===== config.mk =====
export PLATFORM = sky130hd
export DESIGN_NAME = serial_subtractor
export DESIGN_NICKNAME = d
export VERILOG_FILES = /design/src/rtl/serial_arith_pkg.sv /design/src/rtl/full_subtractor_1bit.sv /design/src/rtl/serial_subtractor.sv
export SDC_FILE = /design/constraint.sdc
export NUM_CORES = 1
export LEC_CHECK = 0
export ABC_CLOCK_PERIOD_IN_PS = 2700
export BUFFER_PORTS_ARGS = -buffer_cell sky130_fd_sc_hd__clkbuf_2
export CELL_PAD_IN_SITES_DETAIL_PLACEMENT = 1
export CELL_PAD_IN_SITES_GLOBAL_PLACEMENT = 1
export CORE_MARGIN = 10
export CORE_UTILIZATION = 41
export DETAILED_ROUTE_END_ITERATION = 16
export PLACE_DENSITY_LB_ADDON = 0.25
export SYNTH_ARGS = -nofsm -noshare
export SYNTH_HDL_FRONTEND = slang
export SYNTH_HIERARCHICAL = 1
export SYNTH_SLANG_ARGS = --single-unit

===== constraint.sdc =====
create_clock -name clk -period 2.7 [get_ports clk]
set_input_delay 0.135 -clock clk [delete_from_list [all_inputs] [get_ports clk]]
set_output_delay 0.135 -clock clk [all_outputs]
set_load 0.005 [all_outputs]

===== src/rtl/serial_arith_pkg.sv =====
// ============================================================================
// Module   : serial_arith_pkg
// Purpose  : Shared definitions for the bit-serial arithmetic blocks: the
//            controller state encoding and the default operand width.
// Ports    : none (package)
// Revision : 1.0 - initial release
// ============================================================================
`default_nettype none

package serial_arith_pkg;

    localparam int DEFAULT_WIDTH = 4;

    typedef enum logic [1:0] {
        IDLE = 2'd0,
        RUN  = 2'd1,
        DONE = 2'd2
    } state_t;

endpackage

`default_nettype wire


===== src/rtl/full_subtractor_1bit.sv =====
// ============================================================================
// Module   : full_subtractor_1bit
// Purpose  : Single-bit full subtractor cell computing a - b - bin.
// Ports    : a    in  1  minuend bit
//            b    in  1  subtrahend bit
//            bin  in  1  borrow in
//            d    out 1  difference bit
//            bout out 1  borrow out
// Revision : 1.0 - initial release
// ============================================================================
`default_nettype none

module full_subtractor_1bit (
    input  logic a,
    input  logic b,
    input  logic bin,
    output logic d,
    output logic bout
);

    assign d    = a ^ b ^ bin;
    assign bout = (~a & b) | (~a & bin) | (b & bin);

endmodule

`default_nettype wire


===== src/rtl/serial_subtractor.sv =====
// ============================================================================
// Module   : serial_subtractor
// Purpose  : Bit-serial subtractor. On an accepted start the operands are
//            captured and processed LSB-first, one bit per clock, through a
//            single full-subtractor cell. After WIDTH bit-cycles the result
//            and final borrow are registered onto Z/Bout and done pulses.
// Ports    : clk   in  1      clock, rising edge
//            rst   in  1      asynchronous active-high reset
//            start in  1      begin request, honoured in IDLE or DONE
//            A     in  WIDTH  minuend
//            B     in  WIDTH  subtrahend
//            Bin   in  1      borrow in
//            Z     out WIDTH  (A - B - Bin) mod 2^WIDTH, registered
//            Bout  out 1      borrow out, registered
//            busy  out 1      high in RUN
//            done  out 1      one-cycle pulse in DONE
// Revision : 1.0 - initial release
// ============================================================================
`default_nettype none

module serial_subtractor
    import serial_arith_pkg::*;
#(
    parameter int WIDTH = DEFAULT_WIDTH
) (
    input  logic             clk,
    input  logic             rst,
    input  logic             start,
    input  logic [WIDTH-1:0] A,
    input  logic [WIDTH-1:0] B,
    input  logic             Bin,
    output logic [WIDTH-1:0] Z,
    output logic             Bout,
    output logic             busy,
    output logic             done
);

    localparam int               CNT_W    = $clog2(WIDTH) + 1;
    localparam logic [CNT_W-1:0] LAST_BIT = CNT_W'(WIDTH - 1);
    localparam logic [CNT_W-1:0] CNT_ONE  = CNT_W'(1);

    state_t             state;
    state_t             state_next;
    logic [WIDTH-1:0]   a_sh;
    logic [WIDTH-1:0]   b_sh;
    logic [WIDTH-1:0]   res_sh;
    logic               br;
    logic [CNT_W-1:0]   cnt;
    logic               accept;
    logic               last_bit;
    logic               bit_d;
    logic               bit_bout;

    // Start is only looked at when no operation is in flight.
    assign accept   = start && ((state == IDLE) || (state == DONE));
    assign last_bit = (state == RUN) && (cnt == LAST_BIT);

    full_subtractor_1bit u_cell (
        .a    (a_sh[0]),
        .b    (b_sh[0]),
        .bin  (br),
        .d    (bit_d),
        .bout (bit_bout)
    );

    // ------------------------------------------------------------------
    // Controller
    // ------------------------------------------------------------------
    always_ff @(posedge clk or posedge rst) begin
        if (rst) begin
            state <= IDLE;
        end else begin
            state <= state_next;
        end
    end

    always_comb begin
        state_next = state;
        case (state)
            IDLE:    if (start)    state_next = RUN;
            RUN:     if (last_bit) state_next = DONE;
            DONE:    state_next = start ? RUN : IDLE;
            default: state_next = IDLE;
        endcase
    end

    assign busy = (state == RUN);
    assign done = (state == DONE);

    // ------------------------------------------------------------------
    // Datapath
    // ------------------------------------------------------------------
    always_ff @(posedge clk or posedge rst) begin
        if (rst) begin
            a_sh   <= '0;
            b_sh   <= '0;
            res_sh <= '0;
            br     <= 1'b0;
            cnt    <= '0;
            Z      <= '0;
            Bout   <= 1'b0;
        end else if (accept) begin
            a_sh   <= A;
            b_sh   <= B;
            res_sh <= '0;
            br     <= Bin;
            cnt    <= '0;
        end else if (state == RUN) begin
            // Difference bits enter at the MSB so that after WIDTH shifts
            // the first (LSB) bit has arrived at position 0.
            a_sh   <= a_sh >> 1;
            b_sh   <= b_sh >> 1;
            res_sh <= {bit_d, res_sh[WIDTH-1:1]};
            br     <= bit_bout;
            cnt    <= cnt + CNT_ONE;
            // Outputs are only updated on the final bit so they keep the
            // previous result for the whole of the next operation.
            if (last_bit) begin
                Z    <= {bit_d, res_sh[WIDTH-1:1]};
                Bout <= bit_bout;
            end
        end
    end

endmodule

`default_nettype wire


==> metrics.txt <==
status complete, no violations; post-layout util between 40% and 50%; post-route antenna net violation count 0; P per Cell Area 1100 nW/um^2; drt first-iter violations 19; Layout area overhead 11.7%; register area ~550 sq um; register share of total power between 40% and 50%; maxcap violations 0; Critical Path RT 2900 ps; Die Span Y about 73 um; Vias/cell between 5 and 6; fmax 575 MHz; die width between 70 and 80 um; Worst-path clk slew 120 ps; P_int 876 uW; Ant. Diodes 0; largest cells by area after synthesis dfrtp_1, mux2i_1, mux2_4; Post-Syn Area about 1100 sq um; CP Class flip-flop to flip-flop; Worst Path Arrival 1940 ps; sequential area share after synthesis between 40% and 50%; Longest Clk Path Bufs 2; DR vias slightly below 800; min cycle time layout 1740 ps; Gate power share 41.5%; I/O Buffers 18; 1st-pass router iterations 3; max_slew headroom a little over two fifths; initial core utilization about 42%; number of CTS-inserted buffers 3; NetSw around 520 uW; syn_nets 114; period utilization 64.5%; max-slew violation count 0; endpoints failing hold 0; CTS sink cnt 22; cell count after synthesis 99; io pins 19; CORE AREA between 2000 and 3000 sq um; CP startpoint kind flip-flop; CTS root buf clkbuf_4; num rows 19; Clk pwr share a little over an eighth; hold crit path type primary input to flip-flop; YS warnings 6; leakage just over 0.0006 uW; fill count 311; gr ovfl total 0; Clock Skew 1.61 ps; WL/cell 16.2 um; maximum vdd drop approximately 0.00058 V; # DRC 0; die area approximately 5300 sq um; Post-layout nets about 130; layout cells sized above 1 25.9%; vias in the first global route around 880; CTS tree built; Finished Layout Cells ~150; Total Routed Length between 2000 and 2500 um; synth unique cells 23; RePlAce Congestion 0.693; H-tree Lvls 1; initial antenna violation count 0; dpl cells approximately 140; average size of a mapped cell between 10 and 15 sq um; switch share roughly 37%; global-route wire length before repair 3980 um; Slew @ Worst Pin between 800 and 900 ps; Seq cells post-synth 22; Setup-failing EPs final 0; Setup TNS 0 ps; RSZ-0062 raised after global routing no; number of gates resized after CTS 0; Multi-input gate area approximately 520 sq um; Yosys top cell by area dfrtp_1; critical path fanouts, max 21; crit path capture type flip-flop; pin count of the biggest net entering global routing 24; share of the synthesized area in the top cell type roughly half; Skew-Pair Late Insertion Delay 300 ps; gr usage total a little under a tenth; DP HPWL approximately 1700 um
-- power groups by stage --
stage	sequential, uW	clock [uW]	combinational, uW
floorplan	568	0	511
finish	636	183	582
detailed placement	648	0	592
CTS	640	192	597
global route	661	206	658
global placement	638	0	562
-- cell usage in the layout, fill, tap and decap left out, types with 2 or more instances in the layout --
cell type / instances
a211oi_1: 6
a21oi_1: 7
a22o_1: 2
clkbuf_2: 18
clkbuf_4: 3
dfrtp_1: 22
ha_1: 2
inv_1: 7
mux2_4: 5
mux2i_1: 13
nand2_1: 5
nand3_1: 2
nor2b_1: 7
o21ai_0: 2
o22ai_1: 5
-- Yosys cell counts, drive strengths merged --
| library cell | instances |
|---|---|
| a211oi | 6 |
| a21oi | 7 |
| a221o | 1 |
| a22o | 2 |
| and3 | 1 |
| buf | 7 |
| dfrtp | 22 |
| fa | 1 |
| ha | 2 |
| inv | 7 |
| mux2 | 5 |
| mux2i | 13 |
| nand2 | 6 |
| nand3 | 2 |
| nor2 | 1 |
| nor2b | 8 |
| o21ai | 2 |
| o22ai | 5 |
| xor2 | 1 |
-- sequential cells by signal, indices dropped and copies added (netlist names) --
name    count
Bout        1
res_sh      3
state       2
b_sh        4
Z           4
br          1
a_sh        4
cnt         3
-- per-stage QoR --
step                      instance area [sq um]  total power [uW]  setup slack (ps)  hold WS [ps]
after floorplan                            1140              1080              1380           124
final                                      1270              1400               959           105
after global routing                       1270              1520               837           104
after global placement                     1230              1200              1080           327
after detailed placement                   1230              1240               980           339
after CTS                                  1270              1430               954          94.0
-- logic make-up after synthesis --
kind of cell    synth area share [%]
buf+inv                         6.58
compound gates                  13.0
flops                           48.2
xor+xnor                       0.768
mux                             18.0
fa+ha+maj                       3.95
simple gates                    9.43
-- metal layers --
metal  track usage (%)  vias up  wire (um)
li1                  -      385          -
met1              11.1      387       1080
met2              15.4        8       1220
met3              2.59        2         71
met4              3.16        0         14
met5                 0        -          0
-- area by class of cell --
class / instances / area share, %
timing repair buffer: 20 / 8.44
inverter: 7 / 2.06
tap: 31 / 3.04
sequential: 22 / 43.2
multi-input combinational: 63 / 40.4
clock buffer: 4 / 2.85
-- critical path, stage by stage (launching register included) --
cell	delay, ps
dfrtp_1	760
inv_1	360
and3_1	250
a221o_1	260
-- repair_timing --
| action | 4_1_cts | 5_1_grt |
|---|---|---|
| hold endpoints to repair | 22 | 0 |
| setup endpoints to repair | 0 | 0 |
| buffers inserted | 0 | 0 |
| hold buffers | 1 | 0 |
-- worst paths after layout --
check                                     start                  end  slack (ps)  depth (start not counted)
hold / removal                             B[1]  b_sh[1]$_DFFE_PP0P_         110                          3
setup reg to reg           state[0]$_DFFE_PP0P_  a_sh[2]$_DFFE_PP0P_         960                          3
setup / recovery           state[0]$_DFFE_PP0P_  a_sh[2]$_DFFE_PP0P_         960                          3
max in group asynchronous                   rst  a_sh[3]$_DFFE_PP0P_        1650                          3
min in group asynchronous                   rst  b_sh[0]$_DFFE_PP0P_         520                          3
hold reg to reg              cnt[2]$_DFFE_PP0P_   cnt[2]$_DFFE_PP0P_         520                          1
Power figures use the tool's default switching activity.
